## src/rtl/dbus_xbar_pkg.sv

```systemverilog
// rtl/dbus_xbar_pkg.sv - shared types, default memory map and lane-alignment helpers for the data-bus crossbar
package dbus_xbar_pkg;

    typedef enum logic [1:0] {
        SZ_B = 2'd0,
        SZ_H = 2'd1,
        SZ_W = 2'd2
    } size_e;

    typedef enum logic [1:0] {
        ST_IDLE   = 2'd0,
        ST_ACCESS = 2'd1,
        ST_RESP   = 2'd2
    } state_e;

    localparam logic [31:0] DMEM_BASE  = 32'h0000_0000;
    localparam logic [31:0] DMEM_MASK  = 32'hFFE0_0000;
    localparam logic [31:0] CLINT_BASE = 32'h0200_0000;
    localparam logic [31:0] CLINT_MASK = 32'hFFFF_0000;
    localparam logic [31:0] PLIC_BASE  = 32'h0C00_0000;
    localparam logic [31:0] PLIC_MASK  = 32'hFC00_0000;
    localparam logic [31:0] UART0_BASE = 32'h1000_0000;
    localparam logic [31:0] UART1_BASE = 32'h1000_1000;
    localparam logic [31:0] SPI0_BASE  = 32'h1000_2000;
    localparam logic [31:0] SPI1_BASE  = 32'h1000_3000;
    localparam logic [31:0] GPIOA_BASE = 32'h1001_0000;
    localparam logic [31:0] GPIOB_BASE = 32'h1001_1000;
    localparam logic [31:0] GPIOC_BASE = 32'h1001_2000;
    localparam logic [31:0] GPSW_BASE  = 32'h1002_0000;
    localparam logic [31:0] GPLED_BASE = 32'h1002_1000;
    localparam logic [31:0] PERIPH_MASK = 32'hFFFF_F000;

    // Eight-port default map, slave 0 in the least significant slot
    localparam logic [8*32-1:0] DEF_SLV_BASE = {
        GPIOA_BASE, SPI1_BASE, SPI0_BASE, UART1_BASE,
        UART0_BASE, PLIC_BASE, CLINT_BASE, DMEM_BASE
    };
    localparam logic [8*32-1:0] DEF_SLV_MASK = {
        PERIPH_MASK, PERIPH_MASK, PERIPH_MASK, PERIPH_MASK,
        PERIPH_MASK, PLIC_MASK, CLINT_MASK, DMEM_MASK
    };

    typedef struct packed {
        logic [3:0]  be;
        logic [31:0] wdata;
    } lane_t;

    function automatic logic access_legal(input logic [1:0] size, input logic [1:0] off);
        case (size)
            SZ_B:    access_legal = 1'b1;
            SZ_H:    access_legal = ~off[0];
            SZ_W:    access_legal = (off == 2'b00);
            default: access_legal = 1'b0;
        endcase
    endfunction

    // Loads use the same byte enables as stores but never carry data
    function automatic lane_t lane_align(input logic [1:0] size, input logic [1:0] off,
                                         input logic we, input logic [31:0] wd);
        lane_t r;
        r.be    = 4'b0000;
        r.wdata = 32'h0;
        case (size)
            SZ_B: begin
                r.be    = 4'b0001 << off;
                r.wdata = {24'h0, wd[7:0]} << {off, 3'b000};
            end
            SZ_H: begin
                r.be    = off[1] ? 4'b1100 : 4'b0011;
                r.wdata = off[1] ? {wd[15:0], 16'h0} : {16'h0, wd[15:0]};
            end
            SZ_W: begin
                r.be    = 4'b1111;
                r.wdata = wd;
            end
            default: ;
        endcase
        if (!we) begin
            r.wdata = 32'h0;
        end
        return r;
    endfunction

endpackage

```

## src/rtl/dbus_addr_decode.sv

```systemverilog
// rtl/dbus_addr_decode.sv - priority base/mask address decoder, one-hot select plus hit flag
module dbus_addr_decode #(
    parameter int                          NUM_SLV  = 8,
    parameter int                          ADDR_W   = 32,
    parameter logic [NUM_SLV*ADDR_W-1:0]   SLV_BASE = '0,
    parameter logic [NUM_SLV*ADDR_W-1:0]   SLV_MASK = '0
) (
    input  logic [ADDR_W-1:0]  addr,
    output logic [NUM_SLV-1:0] sel,
    output logic               hit
);

    // Scan from the top so the lowest matching index is the last to overwrite
    always_comb begin
        sel = '0;
        hit = 1'b0;
        for (int i = NUM_SLV - 1; i >= 0; i--) begin
            if ((addr & SLV_MASK[i*ADDR_W +: ADDR_W]) == SLV_BASE[i*ADDR_W +: ADDR_W]) begin
                sel    = '0;
                sel[i] = 1'b1;
                hit    = 1'b1;
            end
        end
    end

endmodule

```

## src/rtl/dbus_xbar_ctrl.sv

```systemverilog
// rtl/dbus_xbar_ctrl.sv - one-outstanding LSU-to-peripheral crossbar with alignment checks and ack timeout
module dbus_xbar_ctrl
    import dbus_xbar_pkg::*;
#(
    parameter int                          NUM_SLV     = 8,
    parameter int                          ADDR_W      = 32,
    parameter int                          DATA_W      = 32,
    parameter logic [NUM_SLV*ADDR_W-1:0]   SLV_BASE    = DEF_SLV_BASE,
    parameter logic [NUM_SLV*ADDR_W-1:0]   SLV_MASK    = DEF_SLV_MASK,
    parameter int                          TIMEOUT_CYC = 255
) (
    input  logic                        clk,
    input  logic                        rst,
    input  logic                        req_valid_i,
    output logic                        req_ready_o,
    input  logic                        req_we_i,
    input  logic [1:0]                  req_size_i,
    input  logic [ADDR_W-1:0]           req_addr_i,
    input  logic [DATA_W-1:0]           req_wdata_i,
    output logic                        rsp_valid_o,
    output logic [DATA_W-1:0]           rsp_rdata_o,
    output logic                        rsp_err_o,
    output logic [NUM_SLV-1:0]          slv_sel_o,
    output logic [ADDR_W-1:0]           slv_addr_o,
    output logic                        slv_we_o,
    output logic [3:0]                  slv_be_o,
    output logic [DATA_W-1:0]           slv_wdata_o,
    input  logic [NUM_SLV-1:0]          slv_ack_i,
    input  logic [NUM_SLV*DATA_W-1:0]   slv_rdata_i
);

    localparam logic [1:0] S_IDLE   = ST_IDLE;
    localparam logic [1:0] S_ACCESS = ST_ACCESS;
    localparam logic [1:0] S_RESP   = ST_RESP;

    localparam int         TW       = $clog2(TIMEOUT_CYC + 2);
    localparam logic [TW-1:0] TMO_LAST = TW'((TIMEOUT_CYC > 0) ? TIMEOUT_CYC - 1 : 0);

    logic [1:0]          state;
    logic [NUM_SLV-1:0]  sel_q;
    logic [ADDR_W-1:0]   addr_q;
    logic                we_q;
    logic [3:0]          be_q;
    logic [DATA_W-1:0]   wdata_q;
    logic [DATA_W-1:0]   rdata_q;
    logic                err_q;
    logic [TW-1:0]       tmo_cnt;

    logic [NUM_SLV-1:0]  dec_sel;
    logic                dec_hit;
    logic                acc_ok;
    lane_t               lane;
    logic [DATA_W-1:0]   ack_rdata;
    logic                ack_hit;
    logic                tmo_expire;

    dbus_addr_decode #(
        .NUM_SLV  (NUM_SLV),
        .ADDR_W   (ADDR_W),
        .SLV_BASE (SLV_BASE),
        .SLV_MASK (SLV_MASK)
    ) u_decode (
        .addr (req_addr_i),
        .sel  (dec_sel),
        .hit  (dec_hit)
    );

    assign acc_ok = dec_hit & access_legal(req_size_i, req_addr_i[1:0]);
    assign lane   = lane_align(req_size_i, req_addr_i[1:0], req_we_i, req_wdata_i);

    // Select is one-hot, so an OR of the gated lanes is the selected slave's word
    always_comb begin
        ack_rdata = '0;
        for (int i = 0; i < NUM_SLV; i++) begin
            if (sel_q[i]) begin
                ack_rdata = ack_rdata | slv_rdata_i[i*DATA_W +: DATA_W];
            end
        end
    end

    assign ack_hit    = |(slv_ack_i & sel_q);
    assign tmo_expire = (TIMEOUT_CYC != 0) && (tmo_cnt == TMO_LAST);

    always_ff @(posedge clk) begin
        if (rst) begin
            state   <= S_IDLE;
            sel_q   <= '0;
            addr_q  <= '0;
            we_q    <= 1'b0;
            be_q    <= 4'b0000;
            wdata_q <= '0;
            rdata_q <= '0;
            err_q   <= 1'b0;
            tmo_cnt <= '0;
        end else begin
            case (state)
                S_IDLE: begin
                    if (req_valid_i) begin
                        addr_q  <= req_addr_i;
                        tmo_cnt <= '0;
                        err_q   <= ~acc_ok;
                        if (acc_ok) begin
                            sel_q   <= dec_sel;
                            we_q    <= req_we_i;
                            be_q    <= lane.be;
                            wdata_q <= lane.wdata;
                            state   <= S_ACCESS;
                        end else begin
                            we_q    <= 1'b0;
                            be_q    <= 4'b0000;
                            wdata_q <= '0;
                            rdata_q <= '0;
                            state   <= S_RESP;
                        end
                    end
                end
                S_ACCESS: begin
                    // An ack arriving in the expiry cycle still completes normally
                    if (ack_hit) begin
                        sel_q   <= '0;
                        rdata_q <= we_q ? '0 : ack_rdata;
                        err_q   <= 1'b0;
                        state   <= S_RESP;
                    end else if (tmo_expire) begin
                        sel_q   <= '0;
                        rdata_q <= '0;
                        err_q   <= 1'b1;
                        state   <= S_RESP;
                    end else begin
                        tmo_cnt <= tmo_cnt + 1'b1;
                    end
                end
                S_RESP: begin
                    state <= S_IDLE;
                end
                default: begin
                    state <= S_IDLE;
                end
            endcase
        end
    end

    assign req_ready_o = (state == S_IDLE);
    assign rsp_valid_o = (state == S_RESP);
    assign rsp_err_o   = err_q & (state == S_RESP);
    assign rsp_rdata_o = rdata_q;
    assign slv_sel_o   = sel_q;
    assign slv_addr_o  = addr_q;
    assign slv_we_o    = we_q;
    assign slv_be_o    = be_q;
    assign slv_wdata_o = wdata_q;

endmodule

```

## config.mk

```make
export PLATFORM = sky130hd
export DESIGN_NAME = dbus_xbar_ctrl
export DESIGN_NICKNAME = d
export VERILOG_FILES = /design/src/rtl/dbus_xbar_pkg.sv /design/src/rtl/dbus_addr_decode.sv /design/src/rtl/dbus_xbar_ctrl.sv
export SDC_FILE = /design/constraint.sdc
export NUM_CORES = 1
export LEC_CHECK = 0
export BUFFER_PORTS_ARGS = -buffer_cell sky130_fd_sc_hd__buf_4
export CORE_AREA = 5 5 170 172
export CTS_CLUSTER_SIZE = 30
export DETAILED_ROUTE_END_ITERATION = 10
export DIE_AREA = 0 0 175 177
export GPL_TIMING_DRIVEN = 0
export PLACE_DENSITY = 0.6
export SLEW_MARGIN = 30
export SYNTH_ARGS = -nofsm -noshare
export SYNTH_HDL_FRONTEND = slang
export SYNTH_SLANG_ARGS = --single-unit
```

## constraint.sdc

```tcl
create_clock -name clk -period 2.8 [get_ports clk]
set_input_delay 0.14 -clock clk [delete_from_list [all_inputs] [get_ports clk]]
set_output_delay 0.14 -clock clk [all_outputs]
set_load 0.005 [all_outputs]
```

### Word level (Yosys, flattened, before mapping)

Cells that the tools add are included.

* bits in registers: 121
* latch bits: 0
* bits in writable memories: 0
* bits in read-only memories: 0
* input bits: 334
* word-level logic and storage cells: 110
* memories kept: 0

* add/sub/neg operators: 1
* multipliers: 0
* divide/modulo/power cells: 0
* $lt $le $gt $ge: 0
* eq/ne operators: 18
* shift-type cells: 2
* multiplexer cells: 56
* bitwise gates (word level): 12
* reduce and logical (&&, ||, !) cells: 12

Operator list (number)
* 32-bit 2-to-1 mux: 16
* 32-bit OR: 7
* 36-bit case mux with 3 select lines: 1
* 20-bit by 17-bit equality test with 1-bit output (second input constant): 5
* 8-bit 2-to-1 mux: 12
* 32-bit case mux with 2 select lines: 1
* 32-bit logical NOT: 1
* 8-bit by 5-bit << shifter with 32-bit output: 1
* 9-bit 2-to-1 mux: 3
* 9-bit case mux with 2 select lines: 1
* 16-bit by 10-bit equality test with 1-bit output (second input constant): 1
* 8-bit case mux with 2 select lines: 1
* 1-bit 2-to-1 mux: 12
* 4-bit AND reduction: 3
* 9-bit by 1-bit adder with 9-bit output (second input constant): 1
* 9-bit by 8-bit equality test with 1-bit output (second input constant): 1
* 8-bit AND: 1
* 2-bit 2-to-1 mux: 4
* 4-bit 2-to-1 mux: 2
* 2-bit != test (second input constant): 4
* 8-bit OR reduction: 1
* 6-bit by 2-bit equality test with 1-bit output (second input constant): 1
* 2-bit logical NOT: 3
* 2-bit by 1-bit equality test with 1-bit output (second input constant): 2
* 12 further kinds: 16

### Depth between registers and ports, before layout

* depth after elaboration: 18
* depth in mapped cells: 9
* gate-level depth less buffers: 8

### By module

A second synthesis with hierarchy kept.

* cell total of the unflattened synthesis: 687
* area, all modules: 5869.4 um2

Modules (own cells, without submodules)
* dbus_xbar_ctrl: instances 1, cells each 664, area an instance 5690.5 um2
* dbus_addr_decode: instances 1, cells each 23, area an instance 178.9 um2

### Worst setup path after synthesis

OpenSTA, ideal clock, no wires.

* path type: reg2reg
* start: register sel_q[3] (netlist: slv_sel_o[3])
* end: register tmo_cnt[7]
* setup time: 120 ps
* arrival time: 1860 ps
* required time: 2680 ps
* path slack: 820 ps
* stages on the path, launching flop included: 9
* buffers on the path: 2
* period minus slack after synthesis: 1980 ps
* path through: dfxtp_1 > clkbuf_1 > a22o_1 > o41ai_1 > o21a_1 > buf_2 > and4_1 > xnor2_1 > nor2_1

* longest elaborated chain between the ends: 4

RTL lines
* start: declaration: RTL line dbus_xbar_ctrl.sv:40 `logic [NUM_SLV-1:0] sel_q;`
* start signal: assignment: RTL line dbus_xbar_ctrl.sv:103 `sel_q <= dec_sel;`
* 8-bit AND: RTL line dbus_xbar_ctrl.sv:81 `assign ack_hit = |(slv_ack_i & sel_q);`
* 8-bit OR reduction: RTL line dbus_xbar_ctrl.sv:81
* 2-bit != test (no line)
* 4-bit AND reduction (no line)
* end signal: assignment: RTL line dbus_xbar_ctrl.sv:130 `tmo_cnt <= tmo_cnt + 1'b1;`
* end: declaration: RTL line dbus_xbar_ctrl.sv:47 `logic [TW-1:0] tmo_cnt;`

No other way between the ends.
A chain may end at the register's enable or synchronous reset.

### Final worst setup path

* start: register sel_q[7] (netlist: slv_sel_o[7])
* end: register tmo_cnt[7]

Same word-level chain as after synthesis.

==> metrics.txt <==
# TYPE chip_impl_metric gauge
chip_impl_info{name="outcome",value="finished, final reports clean"} 1
chip_impl_metric{name="syn-instance-count",unit=""} 779
chip_impl_metric{name="nets",unit=""} 1614
chip_impl_metric{name="pre_cts_setup_slack",unit="ps"} -204
chip_impl_metric{name="dpl.hpwl",unit="um"} 32500
chip_impl_metric{name="drv_cap",unit=""} 0
chip_impl_metric{name="clock.fmax",unit="MHz"} 386
chip_impl_metric{name="htree_levels",unit=""} 4
chip_impl_metric{name="tightestPinTransition",unit="ps"} 1040
chip_impl_metric{name="power_density",unit="nW/um^2"} 421
chip_impl_metric{name="post_syn_area_per_cell",unit="um^2"} 8.07
chip_impl_metric{name="dr.pass1.iters",unit=""} 5
chip_impl_info{name="crit_end",value="tmo_cnt[7]"} 1
chip_impl_metric{name="setup_violations",unit=""} 0
chip_impl_metric{name="cts_made_buffers",unit=""} 17
chip_impl_metric{name="clk_path_buf_depth",unit=""} 2
chip_impl_metric{name="r2r_setup_slack",unit="ps"} 210
chip_impl_metric{name="cts_post_setup_buffers_inserted",unit=""} 0
chip_impl_metric{name="floorplan.die.width",unit="um"} 175
chip_impl_metric{name="route.vias.total",unit=""} 8729
chip_impl_metric{name="layout_setup_ws",unit="ps"} 207
chip_impl_metric{name="worstRegToRegCells",unit=""} 8
chip_impl_info{name="critical_path.slowest_cell",value="sky130_fd_sc_hd__o41ai_2"} 1
chip_impl_metric{name="final_cell_area",unit="um^2"} 11100
chip_impl_metric{name="yosysWarnings",unit=""} 0
chip_impl_metric{name="final-hold-violation-count",unit=""} 0
chip_impl_metric{name="finClkSkew",unit="ps"} 21.5
chip_impl_metric{name="drt.antenna.violating_nets",unit=""} 0
chip_impl_metric{name="critical_path.max_stage_delay",unit="ps"} 660
chip_impl_info{name="grt_setup_unrepaired",value="no"} 1
chip_impl_metric{name="routabilityCongestion",unit=""} 0.952
chip_impl_info{name="rr_startpoint",value="slv_sel_o[7]"} 1
chip_impl_metric{name="filler_cell_count_in_the_final_layout",unit=""} 2832
chip_impl_metric{name="drt-wirelength-per-cell",unit="um"} 24.6
chip_impl_metric{name="fp.dieArea",unit="um^2"} 31000
chip_impl_metric{name="final.period_utilization",unit=""} 0.926
chip_impl_metric{name="asyncSetResetFlopFracSynth",unit=""} 0
chip_impl_info{name="critPathLaunchType",value="register"} 1
chip_impl_info{name="synth.most_common_cell",value="sky130_fd_sc_hd__a22oi_1"} 1
chip_impl_metric{name="placedInstanceArea",unit="um^2"} 10100
chip_impl_info{name="cts_tree",value="done"} 1
chip_impl_metric{name="synth-seq-cells",unit=""} 121
chip_impl_metric{name="post_synth_instance_area",unit="um^2"} 6280
chip_impl_metric{name="largest_net_degree_at_the_start_of_global_routing",unit=""} 17
chip_impl_metric{name="synth_top_cell_area_share",unit=""} 0.385
chip_impl_info{name="holdCritPathClass",value="input pin to register"} 1
chip_impl_metric{name="timing_max_transition_violations_final",unit=""} 0
chip_impl_metric{name="overflow",unit=""} 0
chip_impl_metric{name="layout-drive-gt1-share",unit=""} 0.406
chip_impl_metric{name="overall_power",unit="mW"} 4.65
chip_impl_metric{name="clock_insertion_delay_worst_skew",unit="ps"} 430
chip_impl_metric{name="gr-usage-all-layers",unit=""} 0.249
chip_impl_metric{name="io-pin-count",unit=""} 446
chip_impl_metric{name="worstPathArrival",unit="ps"} 2890
chip_impl_metric{name="grt_antenna_before_repair",unit=""} 7
chip_impl_metric{name="worst-endpoint-required",unit="ps"} 3100
chip_impl_metric{name="finalCriticalPeriod",unit="ps"} 2590
chip_impl_metric{name="area.growth.synth_to_final",unit="%"} 75.8
chip_impl_metric{name="drc_errors",unit=""} 0
chip_impl_info{name="synth_area_leaders",value="sky130_fd_sc_hd__dfxtp_1, sky130_fd_sc_hd__a22oi_1, sky130_fd_sc_hd__nand2_1"} 1
chip_impl_info{name="synthFlopType",value="sky130_fd_sc_hd__dfxtp_1"} 1
chip_impl_metric{name="floorplan.rows",unit=""} 61
chip_impl_metric{name="dr.first_iter.drc_count",unit=""} 613
chip_impl_metric{name="cts.clk_slew.worst_paths",unit="ps"} 60
chip_impl_info{name="yosys-top-cells-count",value="sky130_fd_sc_hd__a22oi_1, sky130_fd_sc_hd__nand2_1, sky130_fd_sc_hd__dfxtp_1, sky130_fd_sc_hd__clkbuf_1, sky130_fd_sc_hd__a21oi_1"} 1
chip_impl_info{name="setup.worst_path.class",value="register to register"} 1
chip_impl_info{name="ctsRootBufferMaster",value="sky130_fd_sc_hd__clkbuf_16"} 1
chip_impl_metric{name="critical_path.max_fanout",unit=""} 9
chip_impl_metric{name="synth_enable_flop_cells",unit=""} 0
chip_impl_info{name="worst_setup_path_startpoint",value="slv_sel_o[7]"} 1
chip_impl_metric{name="place.port_buffers",unit=""} 442
chip_impl_metric{name="grt_pass1_wl",unit="um"} 57000
chip_impl_metric{name="power_leakage",unit="nW"} 4.59
chip_impl_metric{name="grt_pass1_vias",unit=""} 8786
chip_impl_metric{name="die_y",unit="um"} 177
chip_impl_metric{name="floorplan.initialDensity",unit=""} 0.230
chip_impl_metric{name="finalWirelength",unit="um"} 40500
chip_impl_info{name="rr_endpoint",value="tmo_cnt[7]"} 1
chip_impl_metric{name="ys_seq_area_frac",unit=""} 0.385
chip_impl_metric{name="synth_fp_nets",unit=""} 1115
chip_impl_metric{name="clock-sinks",unit=""} 121
chip_impl_metric{name="vias_per_cell",unit=""} 5.31
chip_impl_info{name="yosys.area.top_type",value="sky130_fd_sc_hd__dfxtp_1"} 1
chip_impl_metric{name="worst_ir_drop_vdd",unit="mV"} 0.434
chip_impl_metric{name="placeableCoreArea",unit="um^2"} 27300
chip_impl_metric{name="synth.lib_cells_used.distinct",unit=""} 54
chip_impl_metric{name="maxSlewHeadroom",unit=""} 0.308
chip_impl_info{name="setup.worst_path.end_class",value="register"} 1
chip_impl_info{name="cp_cell_sequence",value="clkbuf_1 -> a22o_1 -> o41ai_2 -> o21a_1 -> buf_2 -> and4_1 -> xnor2_1 -> nor2_1"} 1
sequential cells by signal, summed over array words and instances (netlist names):
name and cells:
rsp_rdata_o 32, err_q 1, tmo_cnt 9, slv_addr_o 32, slv_we_o 1, slv_sel_o 8
state 2, slv_be_o 4, slv_wdata_o 32
report_power, final:
part | total [mW] | switching (mW) | internal (mW) | leakage, nW
logic | 0.711 | 0.288 | 0.423 | 3.34
clock network | 2.17 | 0.986 | 1.19 | 0.275
registers | 1.77 | 0.0163 | 1.75 | 0.980
cells in the final DEF (no fill, tap or decap), types with 8 or more instances in the layout:
cell,n
sky130_fd_sc_hd__buf_4,442
sky130_fd_sc_hd__clkbuf_16,17
sky130_fd_sc_hd__nand3_1,11
sky130_fd_sc_hd__a21oi_1,58
sky130_fd_sc_hd__dlygate4sd3_1,36
sky130_fd_sc_hd__nand2_1,140
sky130_fd_sc_hd__clkbuf_1,59
sky130_fd_sc_hd__a222oi_1,8
sky130_fd_sc_hd__o21ai_0,31
sky130_fd_sc_hd__o21ai_1,27
sky130_fd_sc_hd__a22o_1,12
sky130_fd_sc_hd__nand4_1,37
sky130_fd_sc_hd__nor2_1,19
sky130_fd_sc_hd__a22oi_1,144
sky130_fd_sc_hd__a21oi_2,22
sky130_fd_sc_hd__dfxtp_1,121
per-stage QoR:
stage / hold WS, ps / TNS (ps) / util / std cells
6_report: 17.1 / 0 / 0.404 / 1644
5_1_grt: 23.0 / 0 / 0.404 / 1644
3_3_place_gp: 390 / -4690 / 0.367 / 1567
2_1_floorplan: 266 / 0 / - / 779
4_1_cts: 3.22 / 0 / 0.403 / 1637
3_5_place_dp: 393 / -5410 / 0.368 / 1569
area by class of cell:
| cell class | instances | area, um^2 | share of cell area |
|---|---|---|---|
| timing repair buffer | 480 | 3690 | 0.334 |
| multi-input combinational | 582 | 3560 | 0.322 |
| antenna | 7 | 17.5 | 0.00159 |
| clock buffer | 17 | 425 | 0.0385 |
| tap | 346 | 433 | 0.0392 |
| inverter | 2 | 7.51 | 0.000679 |
| clock inverter | 15 | 153 | 0.0138 |
| sequential | 121 | 2420 | 0.219 |
| buffer | 74 | 337 | 0.0305 |
worst min-delay path by stage:
stage / start / end / slack (ps) / depth (start not counted)
3_5_place_dp: req_wdata_i[7] / slv_wdata_o[7] / 390 / 2
5_1_grt: req_addr_i[16] / slv_addr_o[16] / 20 / 3
4_1_cts: req_addr_i[16] / slv_addr_o[16] / 3 / 3
6_report: req_wdata_i[9] / slv_wdata_o[9] / 20 / 3
3_3_place_gp: req_addr_i[2] / slv_addr_o[2] / 390 / 3
2_1_floorplan: req_wdata_i[0] / slv_wdata_o[0] / 270 / 1
metal layers:
metal / wire, um / part of all wire / track usage
met1: 15600 / 0.38 / 0.286
met2: 19500 / 0.48 / 0.425
met3: 3910 / 0.097 / 0.0842
met4: 1550 / 0.038 / 0.102
met5: 0 / 0 / 0
timing repair:
action / in CTS / in global routing
pin swaps: 0 / 0
endpoints found under the hold margin: 36 / 0
resized for setup: 2 / 3
hold buffers: 36 / 0
setup endpoints to repair: 32 / 31
critical path: cells and delay by family (launching register included):
family / cells / cell delay, ps
and+or+nand+nor: 2 / 270
buffers and inverters: 2 / 500
DFF: 1 / 310
xor gates and xnor gates: 1 / 120
AOI/OAI and AO/OA: 3 / 1260
kinds of logic (layout without fill, tap and decap cells):
logic type | count (synthesis) | count (layout) | synth area share
and+or+nand+nor | 249 | 249 | 0.191
muxes | 7 | 7 | 0.0111
buffers and inverters | 76 | 588 | 0.0544
DFF | 121 | 121 | 0.385
xor gates and xnor gates | 7 | 7 | 0.00976
AOI/OAI and AO/OA | 317 | 317 | 0.344
other | 0 | 7 | 0
adders and majority gates | 2 | 2 | 0.00398
(Power assumes the default switching activity.)
